**config.mk**
```make
export PLATFORM = sky130hd
export DESIGN_NAME = frac_lutk_cfgload
export DESIGN_NICKNAME = d
export VERILOG_FILES = /design/src/rtl/frac_lutk_cfgload.sv
export SDC_FILE = /design/constraint.sdc
export NUM_CORES = 1
export LEC_CHECK = 0
export ABC_AREA = 1
export CORE_MARGIN = 3
export CORE_UTILIZATION = 30
export CTS_BUF_LIST = sky130_fd_sc_hd__clkbuf_8 sky130_fd_sc_hd__clkbuf_16
export DETAILED_ROUTE_END_ITERATION = 6
export PLACE_DENSITY = 0.5
export SYNTH_ARGS = -nofsm -noshare
export SYNTH_HDL_FRONTEND = slang
export SYNTH_SLANG_ARGS = --single-unit
```
**constraint.sdc**
```tcl
create_clock -name clk -period 6.5 [get_ports clk]
set_input_delay 0.65 -clock clk [delete_from_list [all_inputs] [get_ports clk]]
set_output_delay 0.65 -clock clk [all_outputs]
set_load 0.1 [all_outputs]
```
**src/rtl/frac_lutk_cfgload.sv**
```systemverilog
// frac_lutk_cfgload: fracturable K-input LUT with an on-block configuration
// store loaded through a word-wide valid/ready port.
//
// Ports:
//   clk         sole clock, rising edge
//   reset       asynchronous active-high reset, clears all state
//   in          LUT inputs, in[0] is the address LSB
//   cfg_start   pulse that begins a load (taken only when idle)
//   cfg_abort   discards an in-progress load
//   cfg_valid   cfg_data holds a valid beat
//   cfg_data    configuration word, beat b bit w -> vector bit b*CFG_W+w
//   cfg_ready   block accepts a beat (registered, high only while loading)
//   cfg_done    one-cycle pulse in the cycle after a commit
//   configured  high once any load has committed
//   lutk2_out   four (K-2)-input LUT outputs
//   lutk1_out   two (K-1)-input LUT outputs
//   lutk_out    full K-input LUT output
//
// Config vector: [2^K-1:0] truth table, [2^K] mode0, [2^K+1] mode1,
// [2^K+2] reg_en.

module frac_lutk_cfgload #(
  parameter int unsigned K     = 6,
  parameter int unsigned CFG_W = 8
) (
  input  logic             clk,
  input  logic             reset,
  input  logic [K-1:0]     in,
  input  logic             cfg_start,
  input  logic             cfg_abort,
  input  logic             cfg_valid,
  input  logic [CFG_W-1:0] cfg_data,
  output logic             cfg_ready,
  output logic             cfg_done,
  output logic             configured,
  output logic [3:0]       lutk2_out,
  output logic [1:0]       lutk1_out,
  output logic             lutk_out
);

  localparam int unsigned TW    = 2 ** K;
  localparam int unsigned N     = TW + 3;
  localparam int unsigned BEATS = (N + CFG_W - 1) / CFG_W;
  localparam int unsigned CNT_W = (BEATS > 1) ? $clog2(BEATS) : 1;

  typedef enum logic [1:0] {
    IDLE = 2'd0,
    LOAD = 2'd1,
    DONE = 2'd2
  } state_t;

  state_t           state;
  logic [CNT_W-1:0] cnt;
  logic [N-1:0]     stage;
  logic [N-1:0]     stage_wr;
  logic [N-1:0]     active;
  logic [6:0]       out_q;

  logic [TW-1:0]    tt;
  logic             mode0;
  logic             mode1;
  logic             reg_en;
  logic [K-1:0]     addr;
  logic             k_c;
  logic [1:0]       k1_c;
  logic [3:0]       k2_c;

  // Staging image with the current beat merged into slot cnt; it is both the
  // next staging value and, on the final beat, the value committed to active.
  for (genvar gi = 0; gi < N; gi++) begin : g_stage
    localparam int unsigned B = gi / CFG_W;
    localparam int unsigned W = gi % CFG_W;
    assign stage_wr[gi] = (cnt == CNT_W'(B)) ? cfg_data[W] : stage[gi];
  end

  assign tt     = active[TW-1:0];
  assign mode0  = active[TW];
  assign mode1  = active[TW+1];
  assign reg_en = active[TW+2];

  // Mode bits force the top two address bits high to select upper sub-tables.
  assign addr = {in[K-1] | mode1, in[K-2] | mode0, in[K-3:0]};
  assign k_c  = tt[addr];

  for (genvar gj = 0; gj < 2; gj++) begin : g_k1
    assign k1_c[gj] = tt[{1'(gj), addr[K-2:0]}];
  end

  for (genvar gj = 0; gj < 4; gj++) begin : g_k2
    assign k2_c[gj] = tt[{2'(gj), addr[K-3:0]}];
  end

  // Output register captures every edge; reg_en only selects which path drives.
  always_ff @(posedge clk or posedge reset) begin
    if (reset) begin
      out_q <= '0;
    end else begin
      out_q <= {k2_c, k1_c, k_c};
    end
  end

  assign lutk_out  = reg_en ? out_q[0]   : k_c;
  assign lutk1_out = reg_en ? out_q[2:1] : k1_c;
  assign lutk2_out = reg_en ? out_q[6:3] : k2_c;

  // Load FSM: staged beats, atomic commit on the final accepted beat.
  always_ff @(posedge clk or posedge reset) begin
    if (reset) begin
      state      <= IDLE;
      cnt        <= '0;
      stage      <= '0;
      active     <= '0;
      configured <= 1'b0;
      cfg_done   <= 1'b0;
      cfg_ready  <= 1'b0;
    end else begin
      case (state)
        IDLE: begin
          cfg_done <= 1'b0;
          if (cfg_start) begin
            state     <= LOAD;
            cnt       <= '0;
            cfg_ready <= 1'b1;
          end
        end
        LOAD: begin
          if (cfg_abort) begin
            state     <= IDLE;
            cfg_ready <= 1'b0;
          end else if (cfg_valid) begin
            stage <= stage_wr;
            if (cnt == CNT_W'(BEATS - 1)) begin
              active     <= stage_wr;
              configured <= 1'b1;
              cfg_done   <= 1'b1;
              cfg_ready  <= 1'b0;
              state      <= DONE;
            end else begin
              cnt <= cnt + 1'b1;
            end
          end
        end
        DONE: begin
          cfg_done <= 1'b0;
          state    <= IDLE;
        end
        default: begin
          state     <= IDLE;
          cfg_done  <= 1'b0;
          cfg_ready <= 1'b0;
        end
      endcase
    end
  end

endmodule
```
==> metrics.yaml, run 1 <==
clock_tree:
  post_cts_buffers: 0
  numCtsBuffers: 17
  ctsHtreeMaxLevel: 4
  postCtsHoldBufs: 0
  root_buffer: "clkbuf_16"
  cts.sinks: 147
  path_clk_slew_ps: 60
  tritoncts: "yes"
  clock_latency_ps: 430
  cts_resized: 0
  clockBufferDepth: 2
place:
  io_buffers: 28
  hpwl_mm: 11.4
  gp_congestion: 0.798
synth:
  synth-edff-count: 0
  synthArstFlopShare_pct: 100
  avgSynthCellArea_um2: 7.61
  syn_nets: 950
  synthDistinctLibCells: 26
  synth_top_cell_by_area: "dfrtp_1"
  yosys_register_bits: 147
  syn_inst: 927
  yosysMostFrequentCell: "nand2_1"
  yosys.area.top_type_share_pct: 52.2
  ys_seq_area_share_pct: 52.2
  syn-cell-area_um2: 7050
  yosys-top-cells-count: "414 x nand2_1, 147 x dfrtp_1, 109 x o21ai_0"
  synth-main-ff-cell: "dfrtp_1"
  yosys-top-cells-area: "dfrtp_1 52%, nand2_1 22%, o21ai_0 7.7%, inv_1 4.4%, nand3_1 4.1%"
  ys_warn_count: 0
cells_and_area:
  n_fill_cell: 2428
  layout-drive-gt1-share_pct: 6.45
  multiInputGateArea_um2: 2810
  n_antenna_cell: 0
  syn_to_final_growth_pct: 16.3
  design.final.nets: 957
  register_area_um2: 3680
critical_path:
  path_common_cell: "nand3_1"
  critPathLaunchType: "primary input"
  cp_num_buf_inv: 3
  startpoint: "in[0]"
  critical-path-max-stage-delay_ps: 1030
  cp.arrival_ps: 3330
  cp-end-kind: "primary output"
  reg2reg_from: "state[1]"
  crit_fanout: 26
  slowest_stage: "clkdlybuf4s50_1"
  critPathKind: "in -> out"
  cp.required_ps: 5850
  crit_path_cell_trace: "clkdlybuf4s50_1, inv_2, nand2_1, nand3_1, nand3_1, nand3_1, nand3_1, nand2_1, nand2_1, nand3_1, nand2_1, buf_4"
  cp_top_family: "buffers and inverters"
drt:
  dr_total_vias: 5730
  vias_per_cell: 4.55
  drc: 0
  postRouteAntennaNets: 0
  routed_wl_mm: 18.4
  drt_iter0_markers: 393
  wl_per_cell_um: 14.6
  drtPass1Iterations: 5
flow_run:
  drv_cap: 0
timing:
  hold_slack_ps: 468
  setup-tns-final_ps: 0
  hold_viol_final: 0
  fmax_ghz: 0.251
  period_needed_ps: 3980
  timing.final.max_slew_violations: 0
  skew_ps: 8.66
  grt_setup_unrepaired: "false"
  tightest_slew_ps: 968
  slew-limit-headroom_pct: 35.3
  finalSetupViolCount: 0
  fin_crit_sh_pct: 61.3
floorplanning:
  row_count: 55
  start_util_pct: 30.9
  fp.dieH_um: 159
  design.core.area_um2: 22800
  die-width_um: 159
  fp.dieArea_um2: 25400
  pin_count: 29
global_route:
  grt_pass1_vias: 5570
  grt_pass1_wl_mm: 30.3
  grt_antenna_before_repair: 0
  grt_usage_pct: 15.0
  grt_max_degree: 100
  grt-ovfl-total: 0
min_path:
  worstHoldPathType: "reg -> reg"
  hold_path.startpoint: "state[0]"
pwr:
  power-per-cell-area_nw_per_um2: 404
  p_total_mw: 3.32
  ir_worst_vdd_mv: 0.171
  leakagePower_nw: 4.03
status:
  status: "completed"
## where the power goes
| group | internal [mW] | switching [mW] | total (mW) | leakage, nW |
|---|---|---|---|---|
| clock network | 0.740 | 0.407 | 1.15 | 0.318 |
| logic | 0.270 | 0.593 | 0.863 | 1.97 |
| registers | 1.18 | 0.123 | 1.30 | 1.75 |
| total | 2.19 | 1.12 | 3.32 | 4.03 |
## metal layers
metal / vias to the layer above / global-route usage [%] / routed length, um
li1: 2907 / - / -
met1: 2724 / 22.5 / 9650
met2: 88 / 22.4 / 7970
met3: 11 / 2.84 / 628
met4: 0 / 3.54 / 141
met5: - / 0 / 0
## layout by cell type (no fill, tap or decap), drive strengths merged
master,instances
ha,4
nor3,1
a21boi,1
clkinvlp,4
o211ai,6
nor2,20
bufinv,6
dfrtp,147
o21a,1
nand3,63
or2,1
clkinv,2
nand2,414
inv,87
clkdlybuf4s50,21
and2,1
a21oi,3
buf,13
a31oi,4
o21ai,128
clkbuf,19
## logic make-up (layout without fill, tap and decap cells)
family | Yosys count | after routing | share of synthesized area [%]
AND/OR/NAND/NOR | 500 | 500 | 28.3
buffers and inverters | 133 | 152 | 8.07
AO/OA/AOI/OAI | 143 | 143 | 10.8
adder cells (fa/ha/maj) | 4 | 4 | 0.710
flip-flops | 147 | 147 | 52.2
## flip-flops by register name (all words and copies together), names as in the netlist
register / cells
cnt: 4
configured: 1
active: 67
cfg_done: 1
stage: 64
state: 2
cfg_ready: 1
out_q: 7
## path summary, 6_finish.rpt
check / slack [ps] / cells past startpoint / endpoint
max in group asynchronous: 4480 / 3 / stage[12]
min in group asynchronous: 810 / 2 / stage[33]
hold / removal: 470 / 1 / cfg_ready
setup reg to reg: 3450 / 8 / active[50]
setup / recovery: 2520 / 12 / lutk_out
hold reg to reg: 470 / 1 / cfg_ready
## through the flow
step           std cells  util [%]  area (um2)  setup WS [ps]
6_report            1259      35.9        8200           2520
5_1_grt             1259      35.9        8200           2170
4_1_cts             1259      35.9        8200           2490
3_5_place_dp        1228      32.9        7520           2500
3_3_place_gp        1228      32.9        7520           2590
2_1_floorplan        927         -        7050           1900
## final cells by class
class	instances	area share (%)
clock buffer	19	5.52
tap	313	4.78
multi-input combinational	647	34.3
sequential	147	44.9
clock inverter	12	2.78
timing repair buffer	34	3.75
inverter	87	4.04
(Power assumes the default switching activity.)
==> run 2, diff against run 1 <==
Settings changed: PLACE_DENSITY 0.5 to 0.52.
Clock period 6.5 ns to 3.55 ns, I/O delays scaled along.
==> run 2 against run 1 <==
  * Global-route usage rose by 0.32 points
  * Clock power is 80% higher
  * Clock-buffer cell count decreased by 1
  * Sequential power is 85% higher
  * Wire length is 2.1% higher
  * First-iteration DRC count grew 1.0%
  * Clock skew increased by 1.6 ps
==> metrics.yaml, run 2 (synthesis results as in run 1) <==
status:
  status: "completed"
clock_tree:
  tritoncts: "yes"
  root_buffer: "clkbuf_16"
  post_cts_buffers: 0  # unchanged
  clockBufferDepth: 2  # unchanged
  cts_resized: 0  # unchanged
  cts.sinks: 147  # unchanged
  path_clk_slew_ps: 70  # about the same
  clock_latency_ps: 430  # about the same
  ctsHtreeMaxLevel: 4  # unchanged
  numCtsBuffers: 17  # unchanged
  postCtsHoldBufs: 0  # unchanged
pwr:
  p_switching_mw: 2.07  # +84%
  combPwrFrac_pct: 27.0  # +1.0 points
  intPower_mw: 4.05  # +85%
  ir_worst_vdd_mv: 0.297  # +74%
  leakagePower_nw: 4.10  # +1.6%
  clockPowerShare_pct: 33.9  # -0.7 points
  p_sw_share_pct: 33.9  # about the same
  seq_power_share_pct: 39.1  # -0.2 points
  p_total_mw: 6.12  # +85%
  power-per-cell-area_nw_per_um2: 734  # +81%
floorplanning:
  row_count: 55  # unchanged
  start_util_pct: 30.9  # unchanged
  design.core.area_um2: 22800  # unchanged
  fp.dieH_um: 159  # unchanged
  fp.dieArea_um2: 25400  # unchanged
  pin_count: 29  # unchanged
  die-width_um: 159  # unchanged
cells_and_area:
  top_register: "active"
  register_area_um2: 3680  # unchanged
  top_regs: "active: 67 flops, stage: 64 flops, out_q: 7 flops"
  multiInputGateArea_um2: 2810  # unchanged
  syn_to_final_growth_pct: 18.3
  finalInstanceArea_um2: 8340  # +1.7%
  largest_reg_flops: 67  # unchanged
  instances_no_fill: 1261  # +0.16%
  layout-drive-gt1-share_pct: 6.54  # +0.092 points
  n_fill_cell: 2391  # -1.5%
  design.final.nets: 959  # +0.21%
  fin_util_pct: 36.5  # +0.62 points
  n_antenna_cell: 0  # unchanged
  final_cell_mix: "413 x nand2_1, 147 x dfrtp_1, 109 x o21ai_0"
  mostFrequentLayoutCell: "nand2_1"
global_route:
  grt-ovfl-total: 0  # unchanged
  grt_antenna_before_repair: 0  # unchanged
  grt_usage_pct: 15.3  # +0.32 points
  grt_pass1_wl_mm: 31.0  # +2.1%
  grt_pass1_vias: 5549  # -0.38%
  grt_max_degree: 100  # unchanged
drt:
  wl_per_cell_um: 14.9  # +1.9%
  dr_wl_met3_um: 613  # -2.4%
  vias_per_cell: 4.61  # +1.3%
  met1Wirelength_mm: 9.19  # -4.8%
  drt_iter0_markers: 397  # +1.0%
  top_layer_used: "met4"
  routed_wl_mm: 18.8  # +2.1%
  wl_met2_mm: 8.70  # +9.2%
  drtPass1Iterations: 5  # unchanged
  postRouteAntennaNets: 0  # unchanged
  dr_total_vias: 5813  # +1.4%
  drc: 0  # unchanged
place:
  gp_congestion: 0.796  # -0.18%
  placed_cell_area_um2: 7670  # +2.0%
  hpwl_mm: 11.9  # +4.4%
  io_buffers: 28  # unchanged
  place_inst: 1230  # +0.16%
  place_ws_ps: 859  # -1640 ps
critical_path:
  critPathKind: "in -> out"
  cp_num_buf_inv: 3  # unchanged
  cp.required_ps: 3190  # -2660 ps
  cp.arrival_ps: 2330  # -1000 ps
  crit_path_cell_trace: "clkdlybuf4s50_1, buf_4, nand2_1, nand3_1, nand3_1, nand3_1, nand3_1, nand2_1, nand2_1, nand3_1, nand2_1, buf_12"
  cp-end-kind: "primary output"
  path_common_cell: "nand3_1"
  critical-path-max-stage-delay_ps: 490  # -540 ps
  critPathLaunchType: "primary input"
  slowest_stage: "clkdlybuf4s50_1"
  crit_fanout: 38  # +46%
  cp_top_family: "buffers and inverters"
flow_run:
  drv_cap: 0  # unchanged
timing:
  hold_viol_final: 0  # unchanged
  grt_setup_unrepaired: "false"
  fin_crit_sh_pct: 75.6
  fmax_ghz: 0.372
  slew-limit-headroom_pct: 34.7  # -0.55 points
  skew_ps: 10.3  # +1.62 ps
  finalSetupViolCount: 0  # unchanged
  hold_slack_ps: 319  # -149 ps
  setup-tns-final_ps: 0  # unchanged
  fin_ws_ps: 865  # -1650 ps
  timing.final.max_slew_violations: 0  # unchanged
  period_needed_ps: 2690
  tightest_slew_ps: 976  # +8.18 ps
min_path:
  worstHoldPathType: "in -> async"
run 2: cell count changes in the layout (fill, tap and decap cells not counted), sizes merged:
cell,before,now
clkinvlp,4,2
inv,87,88
buf,13,15
clkinv,2,4
clkbuf,19,18
run 2: worst reg2reg max path: stages (launching register included):
cell and delay (ps):
dfrtp_1 410, inv_1 130, ha_1 240, nand3_1 490, o21ai_0 470, nand2_1 120
o21ai_0 80
run 2: path summary, 6_finish.rpt:
check                           from    endpoint  slack, ps  cells after the start
setup reg to reg              cnt[0]  active[32]       1520                      6
min in group clk           stage[51]   stage[51]        480                      2
max in group asynchronous      reset  active[58]       2460                      3
hold reg to reg            stage[51]   stage[51]        480                      2
setup / recovery               in[0]    lutk_out        860                     12
hold / removal                 reset   stage[20]        320                      2
run 2: layout make-up:
type                            count  area share, %
Timing Repair Buffer               36           5.52
Multi-Input combinational cell    647           33.7
Inverter                           87           3.96
Clock inverter                     13           2.77
Tap cell                          313           4.69
Clock buffer                       18           5.26
Sequential cell                   147           44.1
run 2: power by group through the flow:
stage	clock [mW]	combinational (mW)	sequential, mW
floorplan	0	1.21	2.41
global placement	0	1.63	2.41
detailed placement	0	1.66	2.41
CTS	2.11	1.67	2.39
global route	2.19	1.91	2.45
finish	2.07	1.65	2.40
run 2: layer usage:
| metal | up-vias | track usage (%) |
|---|---|---|
| li1 | 2922 | - |
| met1 | 2764 | 21.1 |
| met2 | 105 | 24.8 |
| met3 | 22 | 2.94 |
| met4 | 0 | 4.14 |
| met5 | - | 0 |
==> run 3, diff against run 2 <==
Settings changed: PLACE_DENSITY 0.52 to 0.5.
Clock period 3.55 ns to 2.68 ns, I/O delays scaled along.
==> run 3 against run 2 <==
  * Flip-flop and latch count stayed put
  * First-iteration DRC count fell by 14%
  * Global-route usage rose by 0.088 points
  * Worst setup slack worse by 680 ps
  * Via count down 0.43%
  * Sequential power rose by 32%
  * Clock skew is 2.4 ps lower
  * Core utilization is 0.11 points higher
  * Wire length rose by 0.99%
  * Critical path depth stayed put
  * Sequential share of layout area is 0.13 points lower
==> metrics.yaml, run 3 (synthesis results as in run 1) <==
status:
  status: "completed"
clock_tree:
  tritoncts: "yes"
  path_clk_slew_ps: 60  # about the same
  postCtsHoldBufs: 0  # unchanged
  post_cts_buffers: 0  # unchanged
  cts_resized: 0  # unchanged
  root_buffer: "clkbuf_16"
  clockBufferDepth: 2  # unchanged
  cts.sinks: 147  # unchanged
  ctsHtreeMaxLevel: 4  # unchanged
  numCtsBuffers: 17  # unchanged
  clock_latency_ps: 420  # about the same
cells_and_area:
  top_regs: "active: 67 flops, stage: 64 flops, out_q: 7 flops"
  top_register: "active"
  design.final.nets: 969  # +1.0%
  instances_no_fill: 1270  # +0.71%
  syn_to_final_growth_pct: 18.7
  mostFrequentLayoutCell: "nand2_1"
  layout-drive-gt1-share_pct: 8.05  # +1.5 points
  largest_reg_flops: 67  # unchanged
  final_cell_mix: "413 x nand2_1, 147 x dfrtp_1, 109 x o21ai_0"
  n_fill_cell: 2364  # -1.1%
  n_antenna_cell: 0  # unchanged
drt:
  vias_per_cell: 4.56  # -1.1%
  routed_wl_mm: 19.0  # +0.99%
  drtPass1Iterations: 4  # -1
  drt_iter0_markers: 342  # -14%
  dr_total_vias: 5788  # -0.43%
  drc: 0  # unchanged
  postRouteAntennaNets: 0  # unchanged
  wl_per_cell_um: 14.9  # +0.27%
min_path:
  worstHoldPathType: "in -> async"
timing:
  tightest_slew_ps: 745  # -231 ps
  period_needed_ps: 2500
  grt_setup_unrepaired: "false"
  fmax_ghz: 0.400
  slew-limit-headroom_pct: 50.2  # +15 points
  fin_crit_sh_pct: 93.2
  finalSetupViolCount: 0  # unchanged
  hold_slack_ps: 226  # -92.6 ps
  timing.final.max_slew_violations: 0  # unchanged
  skew_ps: 7.90  # -2.39 ps
  hold_viol_final: 0  # unchanged
place:
  io_buffers: 28  # unchanged
  hpwl_mm: 12.2  # +2.5%
  place_inst: 1240  # +0.81%
  gp_congestion: 0.805  # +1.1%
pwr:
  ir_worst_vdd_mv: 0.386  # +30%
  power-per-cell-area_nw_per_um2: 939  # +28%
  leakagePower_nw: 4.12  # +0.59%
critical_path:
  critPathCapture: "lutk_out"
  reg2reg_slack_ps: 660  # -860 ps
  critPathLaunchType: "primary input"
  cp.arrival_ps: 2230  # -100 ps
  critPathKind: "in -> out"
  cp-end-kind: "primary output"
  reg2reg_from: "cnt[0]"
  startpoint: "in[0]"
  r2r_end: "active[49]"
  slowest_stage: "clkdlybuf4s50_1"
  crit_path_cell_trace: "clkdlybuf4s50_1, buf_6, nand2_1, nand3_1, nand3_1, nand3_2, nand3_1, nand2_1, nand2_1, nand3_1, nand2_1, buf_12"
  critical-path-max-stage-delay_ps: 590  # +100 ps
  cp.required_ps: 2410  # -780 ps
  worstRegToRegCells: 6  # unchanged
  crit_fanout: 25  # -34%
floorplanning:
  row_count: 55  # unchanged
  pin_count: 29  # unchanged
  fp.dieH_um: 159  # unchanged
  start_util_pct: 30.9  # unchanged
  fp.dieArea_um2: 25400  # unchanged
  design.core.area_um2: 22800  # unchanged
  die-width_um: 159  # unchanged
global_route:
  grt-ovfl-total: 0  # unchanged
  grt_max_degree: 126  # +26%
  grt_antenna_before_repair: 0  # unchanged
  grt_pass1_wl_mm: 31.0  # unchanged
  grt_usage_pct: 15.4  # +0.088 points
  grt_pass1_vias: 5678  # +2.3%
flow_run:
  drv_cap: 0  # unchanged
run 3: cell types whose count changed in the layout (fill, tap and decap cells not counted), sizes merged:
cell           delta
buf              +13
clkdlybuf4s50     -3
bufinv            -2
clkinv            +1
clkinvlp          +1
inv               -1
run 3: worst max-delay path: cells and delay by family:
family / cells / cell delay (ps)
buf+inv: 3 / 1020
simple gates: 9 / 920
run 3: layout make-up:
type	instances	area, um2	share of cell area [%]
clock inverters	12	166	1.99
multi-input cells	647	2840	33.9
repair buffers	46	523	6.25
inverters	87	333	3.98
clock buffers	18	439	5.25
well taps	313	392	4.68
flip-flops and latches	147	3680	44.0
run 3: how the worst min path moves through the flow:
| stage | startpoint | endpoint | depth (start not counted) |
|---|---|---|---|
| 6_report | reset | active[44] | 2 |
| 3_3_place_gp | active[18] | active[18] | 2 |
| 2_1_floorplan | cfg_data[0] | active[64] | 2 |
| 4_1_cts | reset | stage[62] | 2 |
| 5_1_grt | reset | stage[62] | 2 |
| 3_5_place_dp | configured | configured | 1 |
run 3: through the flow:
step	setup slack, ps	util, %	total power, mW	cell area [um2]	TNS, ps
after global placement	179	33.9	5.38	7750	0
final	181	36.6	7.86	8370	0
after global routing	29.5	36.6	8.42	8370	0
after CTS	143	36.6	7.94	8360	0
after floorplan	-1.65	-	4.79	7080	-1.65
after detailed placement	157	33.9	5.42	7750	0
run 3: power by group:
group	switching (mW)	total [mW]	internal (mW)	leakage [nW]
sequential	0.304	3.17	2.87	1.75
combinational	1.46	2.20	0.735	2.08
clock	0.932	2.49	1.56	0.300
run 3: layer usage:
| metal | GRT usage (%) | vias to the layer above | wire length, um |
|---|---|---|---|
| met5 | 0 | - | 0 |
| met4 | 4.06 | 0 | 240 |
| met3 | 3.28 | 16 | 715 |
| met2 | 24.8 | 92 | 8780 |
| met1 | 21.2 | 2743 | 9230 |
| li1 | - | 2937 | - |
